`config.mk`:
```
export PLATFORM = sky130hd
export DESIGN_NAME = ltpi_link_fsm
export DESIGN_NICKNAME = d
export VERILOG_FILES = /design/src/rtl/ltpi_pkg.sv /design/src/rtl/ltpi_sat_counter.sv /design/src/rtl/ltpi_link_fsm.sv
export SDC_FILE = /design/constraint.sdc
export NUM_CORES = 1
export LEC_CHECK = 0
export BUFFER_PORTS_ARGS = -buffer_cell sky130_fd_sc_hd__clkbuf_2
export CAP_MARGIN = 0
export CORE_UTILIZATION = 43
export DETAILED_ROUTE_END_ITERATION = 8
export PLACE_DENSITY = 0.67
export SLEW_MARGIN = 20
export SYNTH_ARGS = -nofsm -noshare
export SYNTH_HDL_FRONTEND = slang
export SYNTH_SLANG_ARGS = --single-unit
export TNS_END_PERCENT = 5
```
`constraint.sdc`:
```
create_clock -name clk -period 2.8 [get_ports clk]
set_clock_uncertainty 0.2 [all_clocks]
set_input_delay 0.42 -clock clk [delete_from_list [all_inputs] [get_ports clk]]
set_output_delay 0.42 -clock clk [all_outputs]
set_load 0.02 [all_outputs]
```
`src/rtl/ltpi_pkg.sv`:
```
// rtl/ltpi_pkg.sv - LTPI frame-type and link-state encodings plus speed/frame helpers
package ltpi_pkg;

  typedef enum logic [2:0] {
    FRM_NONE       = 3'd0,
    FRM_DETECT     = 3'd1,
    FRM_SPEED      = 3'd2,
    FRM_ADVERTISE  = 3'd3,
    FRM_CONFIGURE  = 3'd4,
    FRM_ACCEPT     = 3'd5,
    FRM_DEFAULT_IO = 3'd6,
    FRM_DATA       = 3'd7
  } frame_type_e;

  typedef enum logic [2:0] {
    ST_LINK_DETECT = 3'd0,
    ST_LINK_SPEED  = 3'd1,
    ST_ADVERTISE   = 3'd2,
    ST_CONFIGURE   = 3'd3,
    ST_ACCEPT      = 3'd4,
    ST_OPERATIONAL = 3'd5,
    ST_LINK_LOST   = 3'd6
  } link_state_e;

  // Index of the highest set capability bit; 0 when no common speed exists.
  function automatic logic [3:0] speed_idx(input logic [15:0] cap);
    logic [3:0] idx;
    idx = '0;
    for (int i = 0; i < 16; i++) begin
      if (cap[i]) idx = 4'(i);
    end
    return idx;
  endfunction

  // Frame type transmitted in each state; training states also expect to receive the same type.
  function automatic frame_type_e tx_type_for(input link_state_e s);
    frame_type_e t;
    case (s)
      ST_LINK_DETECT: t = FRM_DETECT;
      ST_LINK_SPEED:  t = FRM_SPEED;
      ST_ADVERTISE:   t = FRM_ADVERTISE;
      ST_CONFIGURE:   t = FRM_CONFIGURE;
      ST_ACCEPT:      t = FRM_ACCEPT;
      ST_OPERATIONAL: t = FRM_DEFAULT_IO;
      default:        t = FRM_NONE;
    endcase
    return t;
  endfunction

endpackage

```
`src/rtl/ltpi_sat_counter.sv`:
```
// rtl/ltpi_sat_counter.sv - saturating up-counter with synchronous clear
module ltpi_sat_counter #(
  parameter int          WIDTH = 8,
  parameter int unsigned MAX   = 255
) (
  input  logic             clk,
  input  logic             reset,
  input  logic             clr,
  input  logic             inc,
  output logic [WIDTH-1:0] count
);

  // Clear wins over increment; the count holds once it reaches MAX.
  always_ff @(posedge clk) begin
    if (reset || clr) begin
      count <= '0;
    end else if (inc && (count < WIDTH'(MAX))) begin
      count <= count + 1'b1;
    end
  end

endmodule

```
`src/rtl/ltpi_link_fsm.sv`:
```
// rtl/ltpi_link_fsm.sv - LTPI link-training state machine; LTPI_LINK_TIMEOUT_EN adds a training timeout
module ltpi_link_fsm
  import ltpi_pkg::*;
#(
  parameter int unsigned CONTROLLER    = 1,
  parameter int unsigned RX_FRM_CNT    = 7,
  parameter int unsigned TX_FRM_CNT    = 255,
  parameter int unsigned ACCEPT_TX_CNT = 1,
  parameter int unsigned LOST_ERR_CNT  = 3,
  parameter int unsigned TIMEOUT_CYC   = 65535
) (
  input  logic        clk,
  input  logic        reset,
  input  logic        rx_frm_valid,
  input  logic [2:0]  rx_frm_type,
  input  logic        rx_frm_err,
  input  logic [15:0] rx_speed_cap,
  input  logic [15:0] local_speed_cap,
  input  logic        tx_frm_done,
  input  logic        err_clr,
  output logic [2:0]  link_state,
  output logic [2:0]  tx_frm_type,
  output logic [3:0]  speed_sel,
  output logic        speed_change,
  output logic        link_aligned,
  output logic        link_lost_err,
  output logic        link_timeout
);

  localparam int RX_W  = $clog2(RX_FRM_CNT + 1);
  localparam int TX_W  = $clog2(TX_FRM_CNT + 1);
  localparam int ERR_W = $clog2(LOST_ERR_CNT + 1);

  link_state_e  state, state_nxt;
  frame_type_e  tx_type_q;
  logic         trans;
  logic         timeout_hit;
  logic         rx_good, rx_match, train_done;
  logic [15:0]  remote_cap_q;
  logic [RX_W-1:0]  rx_cnt;
  logic [TX_W-1:0]  tx_cnt;
  logic [ERR_W-1:0] err_cnt;

  assign rx_good  = rx_frm_valid && !rx_frm_err;
  assign rx_match = rx_good && (rx_frm_type == tx_type_for(state));
  assign train_done = (rx_cnt >= RX_W'(RX_FRM_CNT)) && (tx_cnt >= TX_W'(TX_FRM_CNT));

  ltpi_sat_counter #(.WIDTH(RX_W), .MAX(RX_FRM_CNT)) u_rx_cnt (
    .clk   (clk),
    .reset (reset),
    .clr   (trans || (rx_frm_valid && !rx_match)),
    .inc   (rx_match),
    .count (rx_cnt)
  );

  ltpi_sat_counter #(.WIDTH(TX_W), .MAX(TX_FRM_CNT)) u_tx_cnt (
    .clk   (clk),
    .reset (reset),
    .clr   (trans),
    .inc   (tx_frm_done),
    .count (tx_cnt)
  );

  ltpi_sat_counter #(.WIDTH(ERR_W), .MAX(LOST_ERR_CNT)) u_err_cnt (
    .clk   (clk),
    .reset (reset),
    .clr   (trans || rx_good),
    .inc   (state == ST_OPERATIONAL && rx_frm_valid && rx_frm_err),
    .count (err_cnt)
  );

`ifdef LTPI_LINK_TIMEOUT_EN
  localparam int TMO_W = $clog2(TIMEOUT_CYC + 1);
  logic [TMO_W-1:0] timer_cnt;
  logic             link_timeout_q;

  ltpi_sat_counter #(.WIDTH(TMO_W), .MAX(TIMEOUT_CYC)) u_timer (
    .clk   (clk),
    .reset (reset),
    .clr   (trans),
    .inc   (state != ST_OPERATIONAL),
    .count (timer_cnt)
  );

  assign timeout_hit = (state != ST_OPERATIONAL) && (timer_cnt >= TMO_W'(TIMEOUT_CYC));

  // Sticky timeout flag; a same-cycle clear beats a new timeout.
  always_ff @(posedge clk) begin
    if (reset || err_clr) begin
      link_timeout_q <= 1'b0;
    end else if (timeout_hit) begin
      link_timeout_q <= 1'b1;
    end
  end

  assign link_timeout = link_timeout_q;
`else
  logic unused_timeout_cfg;
  assign unused_timeout_cfg = (TIMEOUT_CYC != 0);
  assign timeout_hit  = 1'b0;
  assign link_timeout = 1'b0;
`endif

  // Next-state decision; a training timeout overrides any other exit.
  always_comb begin
    state_nxt = state;
    case (state)
      ST_LINK_DETECT: if (train_done) state_nxt = ST_LINK_SPEED;
      ST_LINK_SPEED:  if (train_done) state_nxt = ST_ADVERTISE;
      ST_ADVERTISE: begin
        if (CONTROLLER != 0) begin
          if (train_done) state_nxt = ST_CONFIGURE;
        end else if (rx_good && rx_frm_type == FRM_CONFIGURE) begin
          state_nxt = ST_ACCEPT;
        end
      end
      ST_CONFIGURE:   if (rx_good && rx_frm_type == FRM_ACCEPT) state_nxt = ST_OPERATIONAL;
      ST_ACCEPT:      if (tx_cnt >= TX_W'(ACCEPT_TX_CNT)) state_nxt = ST_OPERATIONAL;
      ST_OPERATIONAL: if (err_cnt == ERR_W'(LOST_ERR_CNT)) state_nxt = ST_LINK_LOST;
      default:        state_nxt = ST_LINK_DETECT;
    endcase
    if (timeout_hit) state_nxt = ST_LINK_DETECT;
  end

  // A timeout in LINK_DETECT re-enters the same state but still restarts all counters.
  assign trans = (state_nxt != state) || timeout_hit;

  // State register with registered frame-type, alignment, speed and link-lost outputs.
  always_ff @(posedge clk) begin
    if (reset) begin
      state         <= ST_LINK_DETECT;
      tx_type_q     <= FRM_DETECT;
      link_aligned  <= 1'b0;
      speed_sel     <= 4'd0;
      speed_change  <= 1'b0;
      link_lost_err <= 1'b0;
      remote_cap_q  <= 16'd0;
    end else begin
      state        <= state_nxt;
      tx_type_q    <= tx_type_for(state_nxt);
      link_aligned <= (state_nxt == ST_OPERATIONAL);
      speed_change <= 1'b0;
      if (state == ST_LINK_SPEED && rx_good && rx_frm_type == FRM_SPEED) begin
        remote_cap_q <= rx_speed_cap;
      end
      if (state == ST_LINK_SPEED && state_nxt == ST_ADVERTISE) begin
        speed_sel    <= speed_idx(local_speed_cap & remote_cap_q);
        speed_change <= 1'b1;
      end
      if (err_clr) begin
        link_lost_err <= 1'b0;
      end else if (state == ST_OPERATIONAL && state_nxt == ST_LINK_LOST) begin
        link_lost_err <= 1'b1;
      end
    end
  end

  assign link_state  = state;
  assign tx_frm_type = tx_type_q;

endmodule

```
==> impl_metrics.json, run 1 <==
{
  "synth.yosys.warnings": 0,
  "critical_path_buffers_and_inverters": 2,
  "failed_checks": "design-rule violations",
  "global_route_wire_length_before_repair_um": 7190,
  "floorplan.initialDensity": 0.458,
  "post_cts_resized": 0,
  "netlist_instances": 233,
  "worst_ep_arrival_time_ns": 2.22,
  "htreeDepth": 2,
  "critical-path-max-stage-delay_ns": 0.49,
  "gr-usage-all-layers": 0.179,
  "io_pins": 55,
  "post_cts_buffers": 0,
  "leakage_component_of_the_power_nw": 1.10,
  "design.die.area_um2": 5050,
  "finalWorstPathRequiredPeriod_ns": 2.21,
  "fmax_mhz": 452,
  "synth.most_common_cell": "sky130_fd_sc_hd__dfxtp_1",
  "critical_path_class": "reg2reg",
  "gp_routability_congestion": 0.827,
  "grt_pass1_vias": 1669,
  "timing.critical_path.to_type": "flop",
  "power.share.clock": 0.375,
  "post-synth-top-area-fraction": 0.400,
  "antennaDiodeCount": 0,
  "yosys.area.top_type": "sky130_fd_sc_hd__dfxtp_1",
  "synth_ff_type": "sky130_fd_sc_hd__dfxtp_1",
  "drt-vias-per-instance": 5.32,
  "crit_path_start_kind": "flop",
  "cts_inserted_buffers": 5,
  "setup_violations": 0,
  "top_cell_family_by_delay_on_the_critical_path": "simple AND/OR/NAND/NOR gates",
  "dominant_cells_by_area_after_synthesis": "sky130_fd_sc_hd__dfxtp_1 (40%), sky130_fd_sc_hd__mux2i_1 (8.3%), sky130_fd_sc_hd__nor2_1 (6.6%)",
  "sequentialPowerShare": 0.554,
  "synth_seq_cells": 41,
  "area_inside_the_core_boundary_um2": 4470,
  "mappedNetlistArea_um2": 2050,
  "outcome": "complete, but fails checks",
  "tightest_slew_ns": 0.518,
  "detailedPlacementHpwl_um": 3150,
  "worst-endpoint-required_ns": 2.81,
  "clock_sinks": 41,
  "finish.cell_count_without_fillers": 338,
  "tritoncts": "built",
  "floorplan.die.height_um": 71.0,
  "worst_path_max_delay_cell": "sky130_fd_sc_hd__or4b_1",
  "area_growth_syn_to_layout_pct": 19.0,
  "globalRoute.totalOverflow": 0,
  "number_of_failing_hold_endpoints_at_the_final_stage": 0,
  "drtAntennaViolNets": 0,
  "hp-class": "in2reg",
  "max-cap-violations": 0,
  "crit_path_cells": "inv_1 -> ha_1 -> or4b_1 -> o21ai_1 -> a21boi_2 -> o221ai_2 -> buf_4 -> nor3_1",
  "wl_per_cell_um": 12.2,
  "postSynthNetCount": 280,
  "totalNegativeSetupSlack_ns": 0,
  "clk_pin_slew_ns": 0.08,
  "postRouteWirelength_um": 4120,
  "finalCritPeriodShare": 0.790,
  "die-width_um": 71.0,
  "largest_net_degree_at_the_start_of_global_routing": 27,
  "maxSlewViolCount": 0,
  "synthArstFlopShare": 0,
  "final_net_count": 332,
  "initialDrtViolationCount": 68,
  "cts_root_buffer": "sky130_fd_sc_hd__clkbuf_8",
  "route.vias.total": 1797,
  "antenna_violations_before_repair": 0,
  "power_report.internal_total_uw": 820,
  "synth_common_cells": "sky130_fd_sc_hd__dfxtp_1 (41), sky130_fd_sc_hd__nor2_1 (36), sky130_fd_sc_hd__nand2_1 (21), sky130_fd_sc_hd__mux2i_1 (17), sky130_fd_sc_hd__a21oi_1 (11)",
  "power_per_cell_area_nw_per_um2": 436,
  "synth_area_per_cell_um2": 8.80,
  "detail_route.first_pass.iterations": 6,
  "number_of_buffers_inserted_for_hold_repair_after_clock_tree_synthesis": 0,
  "power_switching_share": 0.229,
  "slew_headroom": 0.654,
  "ir_drop_worst_case_vdd_mv": 0.252,
  "insertion_delay_ns": 0.29,
  "number_of_flops_mapped_to_enable_cells_by_yosys": 0,
  "drc": 4,
  "place_inst": 330,
  "bufs_on_longest_clock_path": 2,
  "synth_sequential_area_ratio": 0.400,
  "power.share.combinational": 0.071,
  "setup_repair_after_global_routing_missed_its_margin": "no",
  "port-buffer-count": 51,
  "distinct_cells_synth": 55,
  "crit_fanout": 13,
  "p_sw_uw": 243,
  "drive_gt1_frac": 0.283,
  "placementRows": 24
}
## cell families (layout without fill, tap and decap cells)
| kind of cell | Yosys count | after routing | share of synthesized area |
|---|---|---|---|
| and+or+nand+nor | 104 | 104 | 0.258 |
| AOI/OAI and AO/OA | 42 | 42 | 0.153 |
| DFF | 41 | 41 | 0.400 |
| muxes | 17 | 17 | 0.0830 |
| buffers and inverters | 15 | 68 | 0.0372 |
| xor gates and xnor gates | 7 | 7 | 0.0299 |
| adders and majority gates | 6 | 6 | 0.0366 |
| other | 1 | 1 | 0.00183 |
## final timing paths
check / startpoint / end / cells past startpoint / slack (ns)
setup / recovery: u_tx_cnt.count[1] / u_tx_cnt.count[2] / 8 / 0.59
hold / removal: err_clr / link_lost_err / 2 / 0.08
setup reg to reg: u_tx_cnt.count[1] / u_tx_cnt.count[2] / 8 / 0.59
hold reg to reg: link_lost_err / link_lost_err / 2 / 0.30
## layout make-up
cell class	instances	area [µm²]
Tap cell	52	65.1
Clock inverter	2	13.8
Clock buffer	6	82.6
Multi-Input combinational cell	177	1150
Timing Repair Buffer	55	285
Sequential cell	41	821
Fill cell	442	2040
Inverter	5	18.8
## flip-flops by register name, summed over array words and instances, names as in the netlist
register	flops
remote_cap_q	15
u_tx_cnt.count	8
speed_sel	4
link_state	3
tx_frm_type	3
u_rx_cnt.count	3
u_err_cnt.count	2
link_aligned	1
link_lost_err	1
speed_change	1
## power groups by stage
stage / Sequential [mW] / Combinational, mW / Clock, mW
3_3_place_gp: 0.603 / 0.0749 / 0
3_5_place_dp: 0.603 / 0.0753 / 0
6_report: 0.589 / 0.0750 / 0.399
2_1_floorplan: 0.602 / 0.0375 / 0
5_1_grt: 0.590 / 0.0839 / 0.437
4_1_cts: 0.589 / 0.0755 / 0.415
## worst reg2reg max path: stages (launching register included)
cell	delay, ns
sky130_fd_sc_hd__dfxtp_1	0.37
sky130_fd_sc_hd__inv_1	0.07
sky130_fd_sc_hd__ha_1	0.17
sky130_fd_sc_hd__or4b_1	0.49
sky130_fd_sc_hd__o21ai_1	0.14
sky130_fd_sc_hd__a21boi_2	0.18
sky130_fd_sc_hd__o221ai_2	0.10
sky130_fd_sc_hd__buf_4	0.22
sky130_fd_sc_hd__nor3_1	0.20
## metrics by stage
stage / total power [mW] / hold WS [ns] / utilization / area, µm² / setup WS [ns]
2_1_floorplan: 0.640 / 0.263 / - / 2050 / 0.816
3_3_place_gp: 0.678 / 0.279 / 0.523 / 2340 / 0.626
3_5_place_dp: 0.678 / 0.285 / 0.523 / 2340 / 0.592
4_1_cts: 1.08 / 0.0722 / 0.545 / 2440 / 0.568
5_1_grt: 1.11 / 0.0960 / 0.545 / 2440 / 0.426
6_report: 1.06 / 0.0835 / 0.545 / 2440 / 0.589
## placed cells by master (no fill, tap or decap), types with 5 or more instances in the layout
| cell type | n |
|---|---|
| sky130_fd_sc_hd__a21oi_1 | 11 |
| sky130_fd_sc_hd__a22oi_1 | 5 |
| sky130_fd_sc_hd__clkbuf_2 | 51 |
| sky130_fd_sc_hd__clkbuf_8 | 6 |
| sky130_fd_sc_hd__dfxtp_1 | 41 |
| sky130_fd_sc_hd__ha_1 | 6 |
| sky130_fd_sc_hd__inv_1 | 5 |
| sky130_fd_sc_hd__mux2i_1 | 17 |
| sky130_fd_sc_hd__nand2_1 | 21 |
| sky130_fd_sc_hd__nand3_1 | 9 |
| sky130_fd_sc_hd__nor2_1 | 36 |
| sky130_fd_sc_hd__nor2_2 | 9 |
| sky130_fd_sc_hd__nor3_1 | 8 |
## routing by layer
metal,up-vias,wire (µm),GRT usage
met5,-,0,0
met4,0,62,0.0600
li1,936,-,-
met1,817,1980,0.221
met2,38,1890,0.304
met3,6,192,0.0484
No activity file was read; power rests on OpenSTA's default activity.
==> run 2, diff against run 1 <==
--- a/config.mk
+++ b/config.mk
@@ -5,6 +5,7 @@
 export SDC_FILE = /design/constraint.sdc
 export NUM_CORES = 1
 export LEC_CHECK = 0
+export ABC_AREA = 1
 export BUFFER_PORTS_ARGS = -buffer_cell sky130_fd_sc_hd__clkbuf_2
 export CAP_MARGIN = 0
 export CORE_UTILIZATION = 43
==> constraint.sdc (replaced) <==
create_clock -name clk -period 2.3 [get_ports clk]
set_clock_uncertainty 0.2 [all_clocks]
set_input_delay 0.345 -clock clk [delete_from_list [all_inputs] [get_ports clk]]
set_output_delay 0.345 -clock clk [all_outputs]
set_load 0.02 [all_outputs]
==> run 2 against run 1 <==
  * Sequential share of layout area shrank 1.5 points
  * Critical endpoint is now tx_frm_type[1]
  * Maximum frequency increased by 12%
  * The run now ends clean
  * Combinational power increased by 16%
==> impl_metrics.json, run 2 <==
{
  "globalRoute.totalOverflow": 0,
  "detail_route.first_pass.iterations": 4,
  "gp_routability_congestion": 0.796,
  "route.vias.total": 1921,
  "critical_path_class": "reg2reg",
  "global_route.usage.met3": 0.0389,
  "layout.core_utilization": 0.540,
  "timing.critical_path.from": "u_tx_cnt.count[1]",
  "yosys.area.top_type": "sky130_fd_sc_hd__dfxtp_1",
  "tritoncts": "built",
  "synthArstFlopShare": 0,
  "hold_path_depth": 3,
  "p_sw_uw": 307,
  "insertion_delay_ns": 0.29,
  "synth_ff_type": "sky130_fd_sc_hd__dfxtp_1",
  "outcome": "finished, final reports clean",
  "area_growth_syn_to_layout_pct": 21.4,
  "max-cap-violations": 0,
  "power.share.combinational": 0.063,
  "worst-r2r-cell-count": 9,
  "design_power_total_mw": 1.39,
  "clock_sinks": 41,
  "setup_violations": 0,
  "postRouteWirelength_um": 4200,
  "number_of_flops_mapped_to_enable_cells_by_yosys": 0,
  "post_cts_resized": 0,
  "worst_r2r_endpoint": "tx_frm_type[1]",
  "synth.yosys.warnings": 0,
  "postSynthNetCount": 335,
  "largest_registers": "remote_cap_q x15, u_tx_cnt.count x8, speed_sel x4",
  "floorplan.die.height_um": 71.9,
  "leakage_component_of_the_power_nw": 1.23,
  "antennaDiodeCount": 0,
  "grt_pass1_vias": 1664,
  "placementRows": 25,
  "place_inst": 402,
  "distinct_cells_synth": 40,
  "power_per_cell_area_nw_per_um2": 543,
  "mappedNetlistArea_um2": 2100,
  "drive_gt1_frac": 0.265,
  "layout_common_cells": "sky130_fd_sc_hd__nand2_1 (61), sky130_fd_sc_hd__nor2_1 (53), sky130_fd_sc_hd__clkbuf_2 (51)",
  "maxSlewViolCount": 0,
  "gr-max-usage-layer": "met2",
  "gr-usage-all-layers": 0.174,
  "setup_repair_after_global_routing_missed_its_margin": "no",
  "cts_root_buffer": "sky130_fd_sc_hd__clkbuf_8",
  "post-synth-top-area-fraction": 0.390,
  "largest-register": "remote_cap_q",
  "totalNegativeSetupSlack_ns": 0,
  "power_report.internal_total_mw": 1.08,
  "crit_fanout": 4,
  "placed_cell_area_um2": 2430,
  "worst-endpoint-required_ns": 2.33,
  "fmax_mhz": 506,
  "final_net_count": 390,
  "port-buffer-count": 51,
  "worst_setup_path_endpoint": "tx_frm_type[1]",
  "timing.critical_path.to_type": "flop",
  "finalWorstPathRequiredPeriod_ns": 1.97,
  "drt-vias-per-instance": 4.67,
  "crit_path_start_kind": "flop",
  "power.share.clock": 0.421,
  "synth_common_cells": "sky130_fd_sc_hd__nand2_1 (61), sky130_fd_sc_hd__nor2_1 (53), sky130_fd_sc_hd__dfxtp_1 (41), sky130_fd_sc_hd__inv_1 (28), sky130_fd_sc_hd__o21ai_0 (20)",
  "power_switching_share": 0.221,
  "mostFrequentLayoutCell": "sky130_fd_sc_hd__nand2_1",
  "design_area_um2": 2550,
  "fillCellCount": 488,
  "largest_register_ff_count": 15,
  "synth_area_per_cell_um2": 7.30,
  "netlist_instances": 288,
  "bufs_on_longest_clock_path": 2,
  "dominant_cells_by_area_after_synthesis": "sky130_fd_sc_hd__dfxtp_1 (39%), sky130_fd_sc_hd__nand2_1 (11%), sky130_fd_sc_hd__nor2_1 (9.5%)",
  "synth_seq_cells": 41,
  "finish.cell_count_without_fillers": 411,
  "die-width_um": 71.9,
  "synth.most_common_cell": "sky130_fd_sc_hd__nand2_1",
  "post_cts_buffers": 0,
  "largest_net_degree_at_the_start_of_global_routing": 21,
  "clk_pin_slew_ns": 0.09,
  "area_inside_the_core_boundary_um2": 4720,
  "sequentialPowerShare": 0.517,
  "hp-class": "in2reg",
  "gr-usage-met1": 0.235,
  "global_route_wire_length_before_repair_um": 7130,
  "ir_drop_worst_case_vdd_mv": 0.284,
  "htreeDepth": 2,
  "finalCritPeriodShare": 0.859,
  "drtAntennaViolNets": 0,
  "design.die.area_um2": 5170,
  "antenna_violations_before_repair": 0,
  "detailedPlacementHpwl_um": 3260,
  "number_of_failing_hold_endpoints_at_the_final_stage": 0,
  "initialDrtViolationCount": 63,
  "floorplan.initialDensity": 0.445,
  "worst_ep_arrival_time_ns": 2.01,
  "number_of_buffers_inserted_for_hold_repair_after_clock_tree_synthesis": 1,
  "r2r_setup_slack_ns": 0.33,
  "drc": 0,
  "rr_startpoint": "u_tx_cnt.count[1]",
  "synth_sequential_area_ratio": 0.390,
  "cts_inserted_buffers": 5,
  "io_pins": 55,
  "globalRouteMet2Util": 0.276,
  "wl_per_cell_um": 10.2
}
-- run 2: cell types whose count changed after synthesis, sizes merged, moves of 4 or more --
cell   change
inv       +29
nand2     +43
nand3      +4
xor2       +4
nor2      +13
a22oi      -5
buf        -6
nor3       -5
mux2i     -17
o21ai     +20
-- run 2: worst min path at each step --
stage | from | endpoint | slack, ns
after detailed placement | link_lost_err | link_lost_err | 0.25
final | rx_speed_cap[10] | remote_cap_q[10] | 0.1
after floorplan | err_clr | link_lost_err | 0.22
after global placement | link_lost_err | link_lost_err | 0.24
after global routing | rx_speed_cap[4] | remote_cap_q[4] | 0.09
after CTS | rx_speed_cap[4] | remote_cap_q[4] | 0.09
-- run 2: worst max-delay path, cell delays in order, from the launching register on --
cell	delay, ns
sky130_fd_sc_hd__dfxtp_1	0.37
sky130_fd_sc_hd__inv_1	0.08
sky130_fd_sc_hd__ha_1	0.18
sky130_fd_sc_hd__nor4_1	0.27
sky130_fd_sc_hd__a21oi_1	0.13
sky130_fd_sc_hd__o21ai_2	0.29
sky130_fd_sc_hd__nand2_2	0.12
sky130_fd_sc_hd__inv_2	0.09
sky130_fd_sc_hd__nand3_2	0.06
sky130_fd_sc_hd__a21oi_2	0.12
-- run 2: cell families (layout without fill, tap and decap cells) --
logic type      after synthesis  count (layout)  share of synthesized area
compound gates               40              40                      0.114
xor+xnor                      8               8                     0.0333
fa+ha+maj                     6               6                     0.0357
flops                        41              41                      0.390
simple gates                152             152                      0.349
buf+inv                      40              96                     0.0750
other cells                   1               1                    0.00178
-- run 2: metal layers --
layer	up-vias	wire length, µm	part of all wire
met4	0	58	0.014
met1	844	2040	0.48
met2	40	1960	0.47
met5	-	0	0
li1	1030	-	-
met3	7	149	0.035
-- run 2: final cells by class --
class	instances	area [µm²]	area share
clock buffer	5	68.8	0.0270
clock inverter	3	46.3	0.0181
inverter	34	128	0.0500
multi-input combinational	207	1120	0.440
sequential	41	821	0.322
tap	67	83.8	0.0329
timing repair buffer	54	280	0.110
-- run 2: metrics by stage --
stage	setup WS [ns]	hold WS (ns)
floorplan	0.541	0.223
CTS	0.328	0.0887
detailed placement	0.346	0.252
finish	0.325	0.0969
global route	0.138	0.0940
global placement	0.379	0.245
-- run 2: power groups by stage --
stage / clock [mW] / combinational (mW) / sequential (mW)
floorplan: 0 / 0.0456 / 0.732
global placement: 0 / 0.0861 / 0.732
detailed placement: 0 / 0.0863 / 0.732
CTS: 0.600 / 0.0880 / 0.715
global route: 0.632 / 0.101 / 0.716
finish: 0.582 / 0.0871 / 0.715
